--- src/rtl/fifo_pkg.sv ---
// fifo_pkg: shared FIFO and FIFO-reader parameters
package fifo_pkg;
  localparam int DEF_DATA_WIDTH = 8;
  localparam int DEF_CNT_WIDTH  = 16;
  localparam int FIFO_DEPTH     = 16;
  localparam int SKID_DEPTH     = 2;
endpackage

--- src/rtl/fifo_reader_skid.sv ---
// fifo_reader_skid: 2-entry in-order output buffer
// ports: rd_clk/rst_n clock and async active-low reset; push/push_data append at tail;
//        pop removes head; occ entry count 0..2; head oldest word (0 after reset)
module fifo_reader_skid import fifo_pkg::*; #(
  parameter int DATA_WIDTH = DEF_DATA_WIDTH
) (
  input  logic                  rd_clk,
  input  logic                  rst_n,
  input  logic                  push,
  input  logic [DATA_WIDTH-1:0] push_data,
  input  logic                  pop,
  output logic [1:0]            occ,
  output logic [DATA_WIDTH-1:0] head
);
  logic [DATA_WIDTH-1:0] tail, head_nxt, tail_nxt;
  logic [1:0] occ_rem, occ_nxt;
  // occ_rem is what survives the pop; a push lands right behind it
  always_comb begin
    occ_rem  = occ - {1'b0, pop};
    head_nxt = (push && occ_rem == 2'd0) ? push_data : (pop ? tail : head);
    tail_nxt = (push && occ_rem == 2'd1) ? push_data : tail;
    occ_nxt  = occ_rem + {1'b0, push};
  end
  always_ff @(posedge rd_clk or negedge rst_n) begin
    if (!rst_n) begin
      occ  <= '0;
      head <= '0;
      tail <= '0;
    end else begin
      occ  <= occ_nxt;
      head <= head_nxt;
      tail <= tail_nxt;
    end
  end
endmodule

--- src/rtl/fifo_reader.sv ---
// fifo_reader: pops a FIFO into a valid/ready stream through a 2-entry buffer
// ports: rd_clk/rst_n clock and async active-low reset; fifo_empty/fifo_rd_en/fifo_rd_data
//        FIFO read side (data one cycle after pop); m_valid/m_ready/m_data output stream;
//        rd_count words delivered since reset (wraps)
module fifo_reader import fifo_pkg::*; #(
  parameter int DATA_WIDTH = DEF_DATA_WIDTH,
  parameter int CNT_WIDTH  = DEF_CNT_WIDTH
) (
  input  logic                  rd_clk,
  input  logic                  rst_n,
  input  logic                  fifo_empty,
  output logic                  fifo_rd_en,
  input  logic [DATA_WIDTH-1:0] fifo_rd_data,
  output logic                  m_valid,
  input  logic                  m_ready,
  output logic [DATA_WIDTH-1:0] m_data,
  output logic [CNT_WIDTH-1:0]  rd_count
);
  logic [1:0] occ;
  logic [2:0] demand;
  logic inflight, armed, transfer;
  // armed holds pops off until the first edge after reset release
  always_comb begin
    m_valid    = occ != 2'd0;
    transfer   = m_valid && m_ready;
    demand     = {1'b0, occ} + {2'b0, inflight} - {2'b0, transfer};
    fifo_rd_en = armed && !fifo_empty && demand <= 3'd1;
  end
  always_ff @(posedge rd_clk or negedge rst_n) begin
    if (!rst_n) begin
      armed    <= 1'b0;
      inflight <= 1'b0;
      rd_count <= '0;
    end else begin
      armed    <= 1'b1;
      inflight <= fifo_rd_en;
      rd_count <= rd_count + CNT_WIDTH'(transfer);
    end
  end
  fifo_reader_skid #(.DATA_WIDTH(DATA_WIDTH)) u_skid (
    .rd_clk    (rd_clk),
    .rst_n     (rst_n),
    .push      (inflight),
    .push_data (fifo_rd_data),
    .pop       (transfer),
    .occ       (occ),
    .head      (m_data)
  );
endmodule

--- config.mk ---
export PLATFORM = sky130hd
export DESIGN_NAME = fifo_reader
export DESIGN_NICKNAME = d
export VERILOG_FILES = /design/src/rtl/fifo_pkg.sv /design/src/rtl/fifo_reader_skid.sv /design/src/rtl/fifo_reader.sv
export SDC_FILE = /design/constraint.sdc
export NUM_CORES = 1
export LEC_CHECK = 0
export ABC_AREA = 0
export CAP_MARGIN = 20
export CORE_MARGIN = 1
export CORE_UTILIZATION = 45
export DETAILED_ROUTE_END_ITERATION = 16
export GPL_ROUTABILITY_DRIVEN = 0
export PLACE_DENSITY_LB_ADDON = 0.12
export SYNTH_ARGS = -nofsm -noshare
export SYNTH_HDL_FRONTEND = slang
export SYNTH_SLANG_ARGS = --single-unit
--- constraint.sdc ---
create_clock -name rd_clk -period 4.3 [get_ports rd_clk]
set_input_delay 0.43 -clock rd_clk [delete_from_list [all_inputs] [get_ports rd_clk]]
set_output_delay 0.43 -clock rd_clk [all_outputs]
set_load 0.1 [all_outputs]
[Word level (Yosys, flattened, before mapping)]
Index checks and enable logic that the tools add are counted.
Cells by class
  $add $sub $neg: 5
  order comparisons: 1
  eq/ne operators: 1
  mux-type cells: 2
  reduce and logical (&&, ||, !) cells: 9
Operators by type and width (number)
  16-bit by 1-bit adder with 16-bit output: 1
  8-bit two-way mux: 2
  1-bit logical AND: 5
  2-bit nonzero test: 2
  2-bit by 1-bit adder with 3-bit output: 1
  3-bit by 1-bit <= comparator with 1-bit output, second input constant: 1
  3-bit by 1-bit subtractor with 3-bit output: 1
  2-bit by 1-bit adder with 2-bit output: 1
  2-bit by 1-bit equality test with 1-bit output, second input constant: 1
  2-bit zero test: 1
  2-bit by 1-bit subtractor with 2-bit output: 1
  1-bit zero test: 1
Storage, ports and cells
  register bits after elaboration: 36
  input port bits: 12
  output and inout port bits: 26
  logic and storage cells: 24

[Longest topological paths before layout]
  depth after elaboration: 6
  gate-level depth with buffers: 10
  depth with buffers taken out: 10

[Modules after synthesis]
A second synthesis with hierarchy kept.
Unflattened totals
  cells, all modules: 129
  area, all modules: 1625.3 µm²
By module, submodules not included
  fifo_reader: instances 1, cells each 69, area an instance 842.1 µm², seq. area each 450.4 µm²
  fifo_reader_skid: instances 1, cells each 60, area an instance 783.3 µm², seq. area each 450.4 µm²

[Worst setup path before layout]
Ideal clock, no wire load.
  kind: reg2out
  start: register u_skid.occ[1]
  end: output fifo_rd_en
  data arrival time: 4.601 ns
  data required time: 3.870 ns
  setup slack: -0.731 ns
  stages on the path, launching flop included: 11
  path buffers: 0
  cell sequence: dfrtp_1 -> or2_2 -> nand2_2 -> clkinv_1 -> ha_1 -> inv_1 -> ha_1 -> inv_1 -> fa_1 -> xor2_1 -> nor3_1
Between the ends
  word-level cells in the longest chain between the ends: 5
  elaborated cells between the ends (all ways): 6
  classes of those cells: add/sub (2); order compare (1); reduce/logical (3)
RTL lines
  start, declared: line fifo_reader_skid.sv:12  | output logic [1:0] occ,
  start signal, assigned: line fifo_reader_skid.sv:30  | occ <= occ_nxt;
  2-bit nonzero test: line fifo_reader.sv:24  | m_valid = occ != 2'd0;
  named net m_valid: line fifo_reader.sv:14  | output logic m_valid,
  1-bit logical AND: line fifo_reader.sv:25  | transfer = m_valid && m_ready;
  3-bit by 1-bit subtractor with 3-bit output: line fifo_reader.sv:26  | demand = {1'b0, occ} + {2'b0, inflight} - {2'b0, transfer};
  3-bit by 1-bit <= comparator with 1-bit output: line fifo_reader.sv:27  | fifo_rd_en = armed && !fifo_empty && demand <= 3'd1;
  1-bit logical AND: line fifo_reader.sv:27
  end, declared: line fifo_reader.sv:12  | output logic fifo_rd_en,
The timed path passes the listed nets, and every way through them passes these cells.

[Final worst setup path]
  start: register u_skid.occ[1]
  end: output fifo_rd_en
Between the ends
  word-level cells in the longest chain between the ends: 5
  elaborated cells between the ends (all ways): 6
  classes of those cells: add/sub (2); order compare (1); reduce/logical (3)
RTL lines (line)
  branches (longest 2 deep; another with 2-bit by 1-bit adder with 3-bit output)
  3-bit by 1-bit subtractor with 3-bit output *: fifo_reader.sv:26
  3-bit by 1-bit <= comparator with 1-bit output *: fifo_reader.sv:27
  1-bit logical AND *: fifo_reader.sv:27
Mark *: on every way between the ends.

==> flow_summary_export.csv <==
group,metric,value,unit
outcome,outcome,"completed",
job,maxCapViolCount,0,
setup_path,cp.depth,11,
sta,fin_crit_sh,86.3,%
power_and_ir_drop,power.total,0.00157,W
floorplan,dieArea,3780,sq um
yosys,seq_area_frac_synth,56.5,%
sta,hold_violations,0,
setup_path,cp-startpoint,"u_skid.occ[1]$_DFF_PN0_",
sta,setup-violations-final,0,
floorplan,core,3360,sq um
sta,slew_violations,0,
global_route,grt_pass1_wl,4.62,mm
route,ant_nets,0,
clock_network,cts-buffers-inserted,5,
yosys,synth_flop_cell,"dfrtp_1",
power_and_ir_drop,switching_power,0.000808,W
global_route,grt.overflow.total,0,
yosys,ys_types,24,
sta,holdWs,154,ps
route,vias_per_cell,4.96,
setup_path,crit_fanout,10,
route,remaining_drc_errors,0,
yosys,ys_seq_elements,36,
floorplan,die_h,61.5,microns
setup_path,required,3870,ps
clock_network,ctsRootBufferMaster,"clkbuf_4",
route,firstDrtPassIters,4,
sta,relSlewSlack,34.7,%
yosys,synthArstFlopShare,100,%
floorplan,initial_core_util,47.4,%
route,vias,1121,
setup_path,timing.rr.end,"u_skid.tail[3]$_DFFE_PN0P_",
final_layout,fill_cells,303,
sta,setup_slack,591,ps
floorplan,row_count,21,
sta,fin_setup_tns,0,ps
setup_path,cp-end-kind,"primary output",
final_layout,multiInputGateArea,664,sq um
yosys,syn_inst,136,
clock_network,h-tree-depth,2,
yosys,yosys_warnings,0,
setup_path,crit_family,"adder cells",
setup_path,cp-endpoint,"fifo_rd_en",
setup_path,critPathBufInv,4,
final_layout,fin_util,62.1,%
clock_network,cts_tree,"done",
global_route,track_usage,17.4,%
clock_network,numClockSinks,36,
place,hpwl,2.04,mm
route,wl_per_cell,12.3,microns
global_route,antenna_found_initial,0,
setup_path,max_stage_delay,440,ps
power_and_ir_drop,leakagePower,0.963,nW
place,port_buffers,37,
final_layout,synthToLayoutAreaGrowth,31.1,%
setup_path,r2r_slack,1340,ps
yosys,synthesis.area,1590,sq um
setup_path,cp.arrival,3280,ps
setup_path,r2r_start,"u_skid.occ[1]$_DFF_PN0_",
final_layout,nets,198,
place,post-place-ws,820,ps
global_route,grt_max_degree,37,
route,routed_wl,2.78,mm
clock_network,path_clk_slew,110,ps
yosys,synth_nets,155,
global_route,grt_pass1_vias,1094,
final_layout,drive_above_1_share,15.0,%
power_and_ir_drop,intPower,0.000760,W
setup_path,rr_worst_depth,8,
yosys,synth_edf_count,0,
power_and_ir_drop,power_density,750,nW/um^2
sta,fmax,0.270,GHz
final_layout,register_area,901,sq um
sta,fin_crit,3710,ps
worst_hold_path,hp-class,"input pin to asynchronous set/reset pin",
power_and_ir_drop,comb_power_share,54.6,%
floorplan,io_pins,38,
power_and_ir_drop,pwr-share-clk,12.0,%
power_and_ir_drop,sw_frac_of_total,51.5,%
clock_network,clkLatencyLatePin,340,ps
clock_network,ctsResizeCount,0,
sta,finClkSkew,9.88,ps
setup_path,crit_type,"register to primary output",
clock_network,post-cts-setup-buffer-count,0,
setup_path,crit_slowest_cell,"dfrtp_1",
floorplan,dieWidth,61.5,microns
sta,rsz0062_at_grt,"false",
clock_network,clock_path_buffers,2,
setup_path,cp-start-kind,"register",
route,drt_iter0_drc,39,
setup_path,worstPathCellList,"or2_2, nand2_2, clkinv_1, ha_1, inv_1, ha_1, inv_1, fa_1, xor2_1, nor3_2, buf_12",
final_layout,diodes,0,
power_and_ir_drop,seqPwrFrac,33.3,%
power_and_ir_drop,ir_worst_vdd,0.381,mV
sta,worst_slew_pin_slew,977,ps
clock_network,cts_hold_buffers,0,
yosys,avgSynthCellArea,11.7,sq um
## metrics by stage
step,instances,area (sq um)
final,226,2090
after CTS,226,2090
after global placement,218,2030
after global routing,226,2090
after floorplan,136,1600
after detailed placement,218,2030
## worst reg2reg max path, cell delays in order, from the launching register on
cell and delay [ps]:
dfrtp_1 440, or2_2 310, nand2_2 190, clkinv_1 300, ha_1 320, inv_1 60
ha_1 260, nor3b_2 570, mux2_2 410
## synthesized netlist by cell type, drive strengths merged (2+ instances only)
cell	instances	area share (%)
nor2	12	2.8
nor4	2	2.1
nor3	3	0.94
and3	2	1.4
xor2	11	6.0
nand4	3	1.2
dfrtp	36	57
inv	7	1.6
ha	6	4.7
nand2	21	5.1
a31oi	8	3.1
nand3	5	2.4
mux2	8	5.7
xnor2	5	2.7
## worst min-delay path by stage
stage                                start                     end  slack [ps]  depth (start not counted)
finish                               rst_n   rd_count[7]$_DFF_PN0_         150                          1
global placement    rd_count[15]$_DFF_PN0_  rd_count[15]$_DFF_PN0_         460                          1
CTS                                  rst_n  rd_count[13]$_DFF_PN0_         170                          1
floorplan                            rst_n         armed$_DFF_PN0_         130                          0
detailed placement  rd_count[15]$_DFF_PN0_  rd_count[15]$_DFF_PN0_         460                          1
global route                         rst_n   rd_count[6]$_DFF_PN0_         200                          1
## cell type report
class	instances	share of cell area, %
clock buffers	6	2.46
repair buffers	37	18.0
clock inverters	2	0.479
multi-input cells	91	31.8
inverters	8	1.44
flip-flops and latches	36	43.1
well taps	46	2.75
## layer usage
layer	vias up	track usage, %	share of wire [%]
met5	-	0	0
met4	0	10.8	1.9
met3	7	4.62	4.2
met2	28	28.3	50
met1	545	20.5	44
li1	541	-	-
## flip-flops by register name (all words and copies together) (netlist names)
| register | count |
|---|---|
| armed | 1 |
| inflight | 1 |
| rd_count | 16 |
| u_skid.head | 8 |
| u_skid.occ | 2 |
| u_skid.tail | 8 |
## kinds of logic after synthesis
logic type / after synthesis / synth area share (%)
other cells: 1 / 0.235
compound gates: 8 / 3.14
flops: 36 / 56.5
fa+ha+maj: 7 / 5.97
simple gates: 51 / 17.6
buf+inv: 9 / 2.12
xor+xnor: 16 / 8.79
mux: 8 / 5.65
## power groups by stage
stage	sequential (W)	combinational, W	clock [W]
2_1_floorplan	0.000918	0.000266	0
5_1_grt	0.000538	0.000909	0.000215
3_3_place_gp	0.000526	0.000849	0
4_1_cts	0.000525	0.000865	0.000196
6_report	0.000523	0.000856	0.000188
3_5_place_dp	0.000532	0.000863	0
## cells in the final DEF (no fill, tap or decap), drive strengths merged
master,count
dfrtp,36
nand2,21
nor2,12
or2,1
nand3b,1
clkdlybuf4s50,35
nand4,3
nor3,3
buf,2
xnor2,5
clkbuf,6
inv,7
mux2,8
xor2,11
fa,1
nor4,2
conb,1
a31oi,8
ha,6
nand3,5
nor3b,1
clkinv,3
and3,2
No activity file was read; power rests on OpenSTA's default activity.
